### src/rtl/dsp_reg_pkg.sv
`default_nettype none
// ============================================================================
// dsp_reg_pkg -- DSP register map constants, master FSM states, request record.
// Optional: DSP_REG_MASTER_VERIFY_EN adds the write read-back verify state.
// Rev 1.0
// ============================================================================
package dsp_reg_pkg;

  localparam logic [7:0] ADDR_KON  = 8'h4C;
  localparam logic [7:0] ADDR_KOFF = 8'h5C;
  localparam logic [7:0] ADDR_FLG  = 8'h6C;
  localparam logic [7:0] ADDR_ENDX = 8'h7C;

  typedef enum logic [2:0] {
    ST_IDLE      = 3'd0,
    ST_WRITE     = 3'd1,
    ST_READ_WAIT = 3'd2,
    ST_RESP      = 3'd3
`ifdef DSP_REG_MASTER_VERIFY_EN
    , ST_VERIFY_WAIT = 3'd4
`endif
  } master_state_e;

  typedef struct packed {
    logic       write;
    logic [7:0] address;
    logic [7:0] data;
  } dsp_req_t;

`ifdef DSP_REG_MASTER_VERIFY_EN
  // ENDX is cleared by the DSP itself, so its read-back never matches the written value.
  function automatic logic verify_exempt(input logic [7:0] address);
    return address == ADDR_ENDX;
  endfunction
`endif

endpackage
`default_nettype wire

### src/rtl/dsp_reg_req_fifo.sv
`default_nettype none
// ============================================================================
// dsp_reg_req_fifo -- synchronous request queue with registered full/empty flags.
// Rev 1.0
// ============================================================================
module dsp_reg_req_fifo
  import dsp_reg_pkg::*;
#(
  parameter int DEPTH = 4
) (
  input  logic     clock,
  input  logic     reset,
  input  logic     push,
  input  dsp_req_t push_data,
  input  logic     pop,
  output dsp_req_t pop_data,
  output logic     full,
  output logic     empty
);

  localparam int AW = $clog2(DEPTH);
  localparam logic [AW:0] CNT_FULL = (AW+1)'(DEPTH);

  dsp_req_t      mem [DEPTH];
  logic [AW-1:0] wr_ptr;
  logic [AW-1:0] rd_ptr;
  logic [AW:0]   count;
  logic [AW:0]   count_nxt;
  logic          do_push;
  logic          do_pop;

  assign do_push  = push & ~full;
  assign do_pop   = pop & ~empty;
  assign pop_data = mem[rd_ptr];

  always_comb begin
    count_nxt = count;
    if (do_push && !do_pop) begin
      count_nxt = count + 1'b1;
    end else if (!do_push && do_pop) begin
      count_nxt = count - 1'b1;
    end
  end

  // Flags are registered from the next count, so a fresh entry is only visible next cycle.
  always_ff @(posedge clock) begin
    if (reset) begin
      wr_ptr <= '0;
      rd_ptr <= '0;
      count  <= '0;
      full   <= 1'b0;
      empty  <= 1'b1;
    end else begin
      if (do_push) begin
        wr_ptr <= wr_ptr + 1'b1;
      end
      if (do_pop) begin
        rd_ptr <= rd_ptr + 1'b1;
      end
      count <= count_nxt;
      full  <= (count_nxt == CNT_FULL);
      empty <= (count_nxt == '0);
    end
  end

  always_ff @(posedge clock) begin
    if (do_push) begin
      mem[wr_ptr] <= push_data;
    end
  end

endmodule
`default_nettype wire

### src/rtl/dsp_reg_master.sv
`default_nettype none
// ============================================================================
// dsp_reg_master -- queued initiator serialising register requests onto the DSP bus.
// Optional: DSP_REG_MASTER_VERIFY_EN reads back every write and flags mismatches.
// Rev 1.0
// ============================================================================
module dsp_reg_master
  import dsp_reg_pkg::*;
#(
  parameter int FIFO_DEPTH   = 4,
  parameter int READ_LATENCY = 1
) (
  input  logic       clock,
  input  logic       reset,
  input  logic       req_valid,
  output logic       req_ready,
  input  logic       req_write,
  input  logic [7:0] req_address,
  input  logic [7:0] req_data,
  output logic       rsp_valid,
  input  logic       rsp_ready,
  output logic [7:0] rsp_address,
  output logic [7:0] rsp_data,
  output logic [7:0] dsp_reg_address,
  output logic [7:0] dsp_reg_data_in,
  input  logic [7:0] dsp_reg_data_out,
  output logic       dsp_reg_write_enable,
  output logic       busy
`ifdef DSP_REG_MASTER_VERIFY_EN
  ,
  output logic       verify_error
`endif
);

  localparam logic [1:0] RL_INIT = 2'(READ_LATENCY);

  master_state_e state;
  logic [1:0]    cnt;
  logic          ready_en;
  dsp_req_t      push_req;
  dsp_req_t      head;
  logic          fifo_full;
  logic          fifo_empty;
  logic          push;
  logic          pop;

  assign push_req  = '{write: req_write, address: req_address, data: req_data};
  assign req_ready = ready_en & ~fifo_full;
  assign push      = req_valid & req_ready;
  assign busy      = ~fifo_empty | (state != ST_IDLE);

`ifdef DSP_REG_MASTER_VERIFY_EN
  assign pop = ~fifo_empty & (state == ST_IDLE);
`else
  // Popping straight out of WRITE gives back-to-back writes at one per cycle.
  assign pop = ~fifo_empty & ((state == ST_IDLE) | (state == ST_WRITE));
`endif

  dsp_reg_req_fifo #(
    .DEPTH(FIFO_DEPTH)
  ) u_req_fifo (
    .clock    (clock),
    .reset    (reset),
    .push     (push),
    .push_data(push_req),
    .pop      (pop),
    .pop_data (head),
    .full     (fifo_full),
    .empty    (fifo_empty)
  );

  always_ff @(posedge clock) begin
    if (reset) begin
      state                <= ST_IDLE;
      cnt                  <= '0;
      ready_en             <= 1'b0;
      dsp_reg_address      <= '0;
      dsp_reg_data_in      <= '0;
      dsp_reg_write_enable <= 1'b0;
      rsp_valid            <= 1'b0;
      rsp_address          <= '0;
      rsp_data             <= '0;
`ifdef DSP_REG_MASTER_VERIFY_EN
      verify_error         <= 1'b0;
`endif
    end else begin
      ready_en             <= 1'b1;
      dsp_reg_write_enable <= 1'b0;
      if (pop) begin
        dsp_reg_address      <= head.address;
        dsp_reg_data_in      <= head.data;
        dsp_reg_write_enable <= head.write;
        cnt                  <= RL_INIT;
        state                <= head.write ? ST_WRITE : ST_READ_WAIT;
      end else begin
        case (state)
          ST_WRITE: begin
`ifdef DSP_REG_MASTER_VERIFY_EN
            cnt   <= RL_INIT;
            state <= ST_VERIFY_WAIT;
`else
            state <= ST_IDLE;
`endif
          end
          ST_READ_WAIT: begin
            cnt <= cnt - 2'd1;
            if (cnt == 2'd1) begin
              rsp_data    <= dsp_reg_data_out;
              rsp_address <= dsp_reg_address;
              rsp_valid   <= 1'b1;
              state       <= ST_RESP;
            end
          end
          ST_RESP: begin
            if (rsp_ready) begin
              rsp_valid <= 1'b0;
              state     <= ST_IDLE;
            end
          end
`ifdef DSP_REG_MASTER_VERIFY_EN
          // Address and data are still held from the write, so the read-back compares against them.
          ST_VERIFY_WAIT: begin
            cnt <= cnt - 2'd1;
            if (cnt == 2'd1) begin
              if (!verify_exempt(dsp_reg_address) && (dsp_reg_data_out != dsp_reg_data_in)) begin
                verify_error <= 1'b1;
              end
              state <= ST_IDLE;
            end
          end
`endif
          default: state <= ST_IDLE;
        endcase
      end
    end
  end

endmodule
`default_nettype wire
### config.mk
export PLATFORM = sky130hd
export DESIGN_NAME = dsp_reg_master
export DESIGN_NICKNAME = d
export VERILOG_FILES = /design/src/rtl/dsp_reg_pkg.sv /design/src/rtl/dsp_reg_req_fifo.sv /design/src/rtl/dsp_reg_master.sv
export SDC_FILE = /design/constraint.sdc
export NUM_CORES = 1
export LEC_CHECK = 0
export CORE_ASPECT_RATIO = 1.5
export CORE_MARGIN = 10
export CORE_UTILIZATION = 57
export DETAILED_ROUTE_END_ITERATION = 8
export PLACE_DENSITY_LB_ADDON = 0.25
export SLEW_MARGIN = 25
export SYNTH_ARGS = -nofsm -noshare
export SYNTH_HDL_FRONTEND = slang
export SYNTH_SLANG_ARGS = --single-unit
### constraint.sdc
create_clock -name clock -period 4.65 [get_ports clock]
set_clock_uncertainty 0.15 [all_clocks]
set_input_delay 0.6975 -clock clock [delete_from_list [all_inputs] [get_ports clock]]
set_output_delay 0.6975 -clock clock [all_outputs]
set_load 0.005 [all_outputs]
# Word level (Yosys, flattened, before mapping)
# Memory sizes are Yosys's and may differ from the RTL's. A register that Yosys moved wholly into a read port is not among the register bits.
# Cells that the tools add are included.
[word_totals]
ff_bits = 49
latchBits = 0
ramBits = 68
mem_bits_ro = 0
output_inout_bits = 36
mem_count = 1
[classes]
add_sub_neg = 5
mul = 0
div = 0
order_cmp = 0
n_eq_ne = 9
shift = 0
n_mux = 17
n_bitwise = 10
n_reduce_logical = 14
[mem_list]
columns = ["memory", "words", "word_bits", "rd", "rd_ports_with_merged_regs", "write_ports", "line", "source"]
rows = [
  ["u_req_fifo.mem", 4, 17, 1, 1, 1, "dsp_reg_req_fifo.sv:24", "dsp_req_t mem [DEPTH];"],
]
[op_table]
columns = ["op", "n"]
rows = [
  ["2-to-1 mux 3 bit", 5],
  ["2-to-1 mux 1 bit", 7],
  ["equality test 3 x 2 -> 1 bit, second input constant", 2],
  ["zero test 3 bit", 2],
  ["2-to-1 mux 2 bit", 3],
  ["inequality test 3 x 2 -> 1 bit, second input constant", 2],
  ["case mux 3 bit (2 select lines)", 1],
  ["AND 1 bit", 5],
  ["adder 2 x 1 -> 2 bit, second input constant", 2],
  ["inequality test 2 bit, second input constant", 2],
  ["AND reduction 4 bit", 1],
  ["nonzero test 2 bit", 2],
  ["OR reduction 2 bit", 2],
  ["adder 3 x 1 -> 3 bit, second input constant", 1],
  ["equality test 3 x 1 -> 1 bit, second input constant", 1],
  ["equality test 3 bit, second input constant", 1],
  ["NOT 1 bit", 3],
  ["AND reduction 3 bit", 1],
  ["nonzero test 3 bit", 1],
  ["subtractor 3 x 1 -> 3 bit, second input constant", 1],
  ["equality test 2 x 1 -> 1 bit, second input constant", 1],
  ["logical AND 1 bit", 2],
  ["zero test 1 bit", 2],
  ["bitwise OR 1 bit", 2],
  ["3 further kinds", 3],
]

# Logic depth before layout (Yosys ltp)
[depth]
depth_word = 9
depth_mapped = 7
ltp_nobuf = 7

# By module
# From an unflattened synthesis, not the netlist that was laid out.
[unflattened]
cells_unflattened = 340
hier_area_um2 = 4827.1
[by_module_without_submodules]
columns = ["mod", "n_inst", "cells_each", "area_each_um2", "seq_area_each_um2"]
rows = [
  ["dsp_reg_req_fifo", 1, 161, 3084.2, 2262.2],
  ["dsp_reg_master", 1, 179, 1742.9, 780.7],
]

# Worst setup path after synthesis
# No wires, ideal clock.
[synth_path]
kind = "input port to flip-flop"
from = "input port req_valid"
to = "memory u_req_fifo.mem[0][0] (netlist bit) (enable)"
setup_ns = 0.375
arrival_ns = 1.490
required_time_ns = 4.125
slack_ns = 2.635
cell_stages = 3
path_buffers = 1
cell_sequence = "and3b_1 -> buf_2 -> and2_1"
[synth_between]
elab_chain_cells = 4
[synth_rtl]
columns = ["item", "line", "source"]
rows = [
  ["from (decl)", "dsp_reg_master.sv:15", "input logic req_valid,"],
  ["AND 1 bit", "dsp_reg_master.sv:49", "assign push = req_valid & req_ready;"],
  ["AND 1 bit", "dsp_reg_req_fifo.sv:32", "assign do_push = push & ~full;"],
  ["2-to-1 mux 1 bit", "dsp_reg_req_fifo.sv:67", "if (do_push) begin"],
  ["2-to-1 mux 1 bit (implied by the code)", "dsp_reg_req_fifo.sv:68", "mem[wr_ptr] <= push_data;"],
  ["to (decl)", "dsp_reg_req_fifo.sv:24", ""],
]
# No other way between the ends.

# Final worst setup path
[layout_path]
from = "register state[1]"
to = "output port busy"
[layout_between]
elab_chain_cells = 2
[layout_rtl]
columns = ["item", "line", "source"]
rows = [
  ["from (decl)", "dsp_reg_master.sv:37", "master_state_e state;"],
  ["from (signal assigned)", "dsp_reg_master.sv:94", "state <= head.write ? ST_WRITE : ST_READ_WAIT;"],
  ["nonzero test 3 bit", "dsp_reg_master.sv:50", "assign busy = ~fifo_empty | (state != ST_IDLE);"],
  ["bitwise OR 1 bit", "dsp_reg_master.sv:50", ""],
  ["to (decl)", "dsp_reg_master.sv:28", "output logic busy"],
]
# No other way between the ends.

==> results.md <==
* Status: finished, final reports clean
* Buffers and inverters on the worst path at 1
* Via-per-instance ratio at roughly 5.3
* Boundary Pins at 65
* Cell Count Post-Placement at ~470
* Post-synth top area share at a little under half
* Critical path cell sequence: or3b_2, clkdlybuf4s50_1
* Buffer count from post-CTS setup fixing at 0
* Number of buffers added on ports at 64
* Fraction of synthesized area in multiplexers at ~9.7%
* Global-route usage over all layers at between 10% and 20%
* Detailed Routing Iterations Pass 1 at 4
* Worst hold margin at between 300 and 400 ps
* Total clock sinks at roughly 120
* Setup TNS after final layout at 0 ps
* Total of warnings raised by yosys at 0
* Area fraction in compound gates after synthesis at approximately 5.8%
* Aggregate global routing overflow at 0
* Number of buffers inserted by hold repair at cts at 0
* Combinational Power Share at 20.7%
* Post-DP HPWL at approximately 5500 microns
* Most used standard cell by instance count after synthesis: nand2_1
* Time the final worst path needs with I/O delays and setup at roughly 2600 ps
* Total power consumption of the routed design at 3.17 mW
* Adder-cell share of the synthesized area at under 10%
* Reg-to-reg endpoint: u_req_fifo.mem[1][10]
* Post-synthesis instance area at approximately 4400 sq um
* Clock Power Share at about 36%
* Critical Path Start Type: register
* Number of enable flip-flop cells after synthesis at 68
* Per-cell routed wire length at between 15 and 20 microns
* Wire length after detailed routing at about 8000 microns
* Final setup vio count at 0
* Largest delay share family, worst path: simple AND/OR/NAND/NOR gates
* Endpoints failing hold at 0
* Number of core rows at 39
* Largest voltage drop on the vdd net at 447 uV
* Antenna Cells at 0
* Number of DRC violations after detailed-routing iteration 0 at approximately 170
* Setup slack of the worst register-to-register path at 2580 ps
* Critical path start-end classification: reg2out
* Routability cong. at 0.700
* Starting utilization of the core area at 58.1%
* Level count of the clock H-tree at 4
* Fmax at roughly 380 MHz
* Biggest cell delay along the critical path at about 490 ps
* Number of antenna violations at the first check in global routing at 0
* Max-slew violation count at 0
* Proportion of power drawn by flip-flops and latches at a little over two fifths
* Post-layout net count at between 400 and 500
* Wire length of the first global-routing pass at approximately 13000 microns
* Pin slew with the least headroom to its limit at about 940 ps
* Leading area contributor after synthesis: edfxtp_1
* Leading cell types by total area after synthesis: edfxtp_1, dfxtp_1, mux4_2
* Nature of the critical path endpoint: primary output
* Post-synthesis to final-layout area growth at 27.7%
* Fraction of the yosys area taken by sequential cells at roughly 70%
* Startpoint of the lowest-slack register-to-register path: u_req_fifo.full
* CTS tree: built
* Min-delay worst type: reg2reg
* CORE AREA at ~7600 sq um
* Height of the chip at about 130 microns
* Post-layout instance count excluding filler cells at between 500 and 600
* Net switching fraction of the power at between 20% and 30%
* Leakage power of the design at roughly 1.9 nW
* Total Die Area at 11700 sq um
* Data arrival at the endpoint of the critical path at approximately 1800 ps
* Cell depth of the worst min-delay path at 2
* Number of buffers created by CTS at 17
* Max-cap violation count at 0
* Prevailing post-synth register cell: edfxtp_1
* Cell with the largest stage delay on the worst path: or3b_2
* Post-synthesis area per instance at between 10 and 15 sq um
* List of most frequent post-synthesis cells: nand2_1, edfxtp_1, dfxtp_1
* P per Cell Area at between 500 and 600 nW/um^2
* Cells after Synth at around 330
* Endpoint of the worst hold-timing path: rsp_data[6]
* Layout cell share with drive strength beyond 1 at approximately 12%
* Floorplan die width at 91.7 microns
* Max FO, Critical Path at 11
* Worst R2R Path Depth at 2
* CTS clock-pin slew for the worst setup and hold paths at roughly 50 ps
* WP data required at approximately 3800 ps
* Via count of the first global-routing pass at roughly 2.7k
* Max transition margin at 37.1%
* Clock buffer depth at 2
* Clock root cell: clkbuf_16
* Cell internal pwr at roughly 2.3 mW
* Worst Min Path Start: rsp_data[6]
* Async set or reset register ratio after synthesis at 0%
* Setup repair after global routing missed its margin: false
* Post-route ant nets at 0
* Pin count of the biggest net entering global routing at 49
* Number of distinct library cells after synthesis at 34
* Source-to-sink clock delay at the later pin of the worst-skew pair at 400 ps
* Via Count at 2651
* Final core utilization at 74.3%
* Remaining routing DRC violations at 0
* Combinational family with the most area after synthesis: simple AND/OR/NAND/NOR gates
* Reported net switching power at about 820 uW
* Xor-xnor portion of the synthesized cell area at less than 1%
* Share of synthesized cell area in and, or, nand and nor gates at 9.82%
* Part of the cycle the worst path needs at a little under three fifths
* # resized after CTS at 0
* #FFs+latches synth at between 100 and 150
* Net count after synthesis at 361
[worst max path at each step]
stage	start	endpoint	cells past startpoint
after CTS	state[1]	busy	2
after global placement	req_valid	u_req_fifo.mem[1][6]	3
after detailed placement	req_valid	u_req_fifo.mem[1][5]	3
after global routing	u_req_fifo.empty	busy	2
after floorplan	req_valid	u_req_fifo.mem[0][0]	3
final	state[1]	busy	2
[layer usage]
metal  global-route usage [%]  wire (microns)  vias up
met2                     24.6            4260       82
met3                     5.74             528       12
met5                        0               0        -
met4                     7.92             159        0
li1                         -               -     1286
met1                     16.0            3290     1271
[power groups by stage]
stage / clock network, mW / registers [mW] / logic [mW]
floorplan: 0 / 1.32 / 0.480
global placement: 0 / 1.38 / 0.641
detailed placement: 0 / 1.39 / 0.660
CTS: 1.17 / 1.37 / 0.665
global route: 1.22 / 1.39 / 0.728
finish: 1.14 / 1.37 / 0.655
[cell families after synthesis]
family,after synthesis
simple gates,101
mux,21
buf+inv,25
fa+ha+maj,7
xor+xnor,5
flops,118
compound gates,48
[cell usage in the layout (no fill, tap or decap), types with 2 or more instances in the layout]
cell and n:
nand2_1 71, nor2_1 12, ha_1 7, o21ai_0 2, mux4_2 17, clkbuf_1 6, clkinv_2 4, mux2_2 2
dfxtp_1 49, clkbuf_16 18, clkdlybuf4s50_1 63, a21oi_1 41, clkbuf_8 3, inv_1 7, xnor2_1 4, and2_1 6
nor2b_1 3, edfxtp_1 68, mux2i_1 2
[layout make-up]
type | count | area, sq um
clock buffer | 27 | 514
sequential | 118 | 3040
inverter | 7 | 26.3
timing repair buffer | 64 | 636
clock inverter | 4 | 20.0
fill | 506 | 1950
tap | 102 | 128
multi-input combinational | 182 | 1250
[stage by stage]
step                      cell area [sq um]  worst slack, ps
after detailed placement               5080             1720
final                                  5620             2040
after floorplan                        4400             2640
after CTS                              5610             2030
after global routing                   5620             1960
after global placement                 5080             1780
[worst min-delay path, delay by kind of cell, from the launching register on]
| kind | cells | cell delay, ps |
|---|---|---|
| flops | 1 | 300 |
| compound gates | 1 | 50 |
| simple gates | 1 | 50 |
[registers in the layout (all words and copies together), names as in the netlist, named ones only]
register	flops
u_req_fifo.mem	68
u_req_fifo.wr_ptr	2
state	2
dsp_reg_address	8
rsp_valid	1
dsp_reg_write_enable	1
u_req_fifo.empty	1
cnt	2
u_req_fifo.full	1
u_req_fifo.count	3
rsp_address	8
u_req_fifo.rd_ptr	2
dsp_reg_data_in	8
rsp_data	8
ready_en	1
Note: power is estimated with default switching activity, not from simulation.
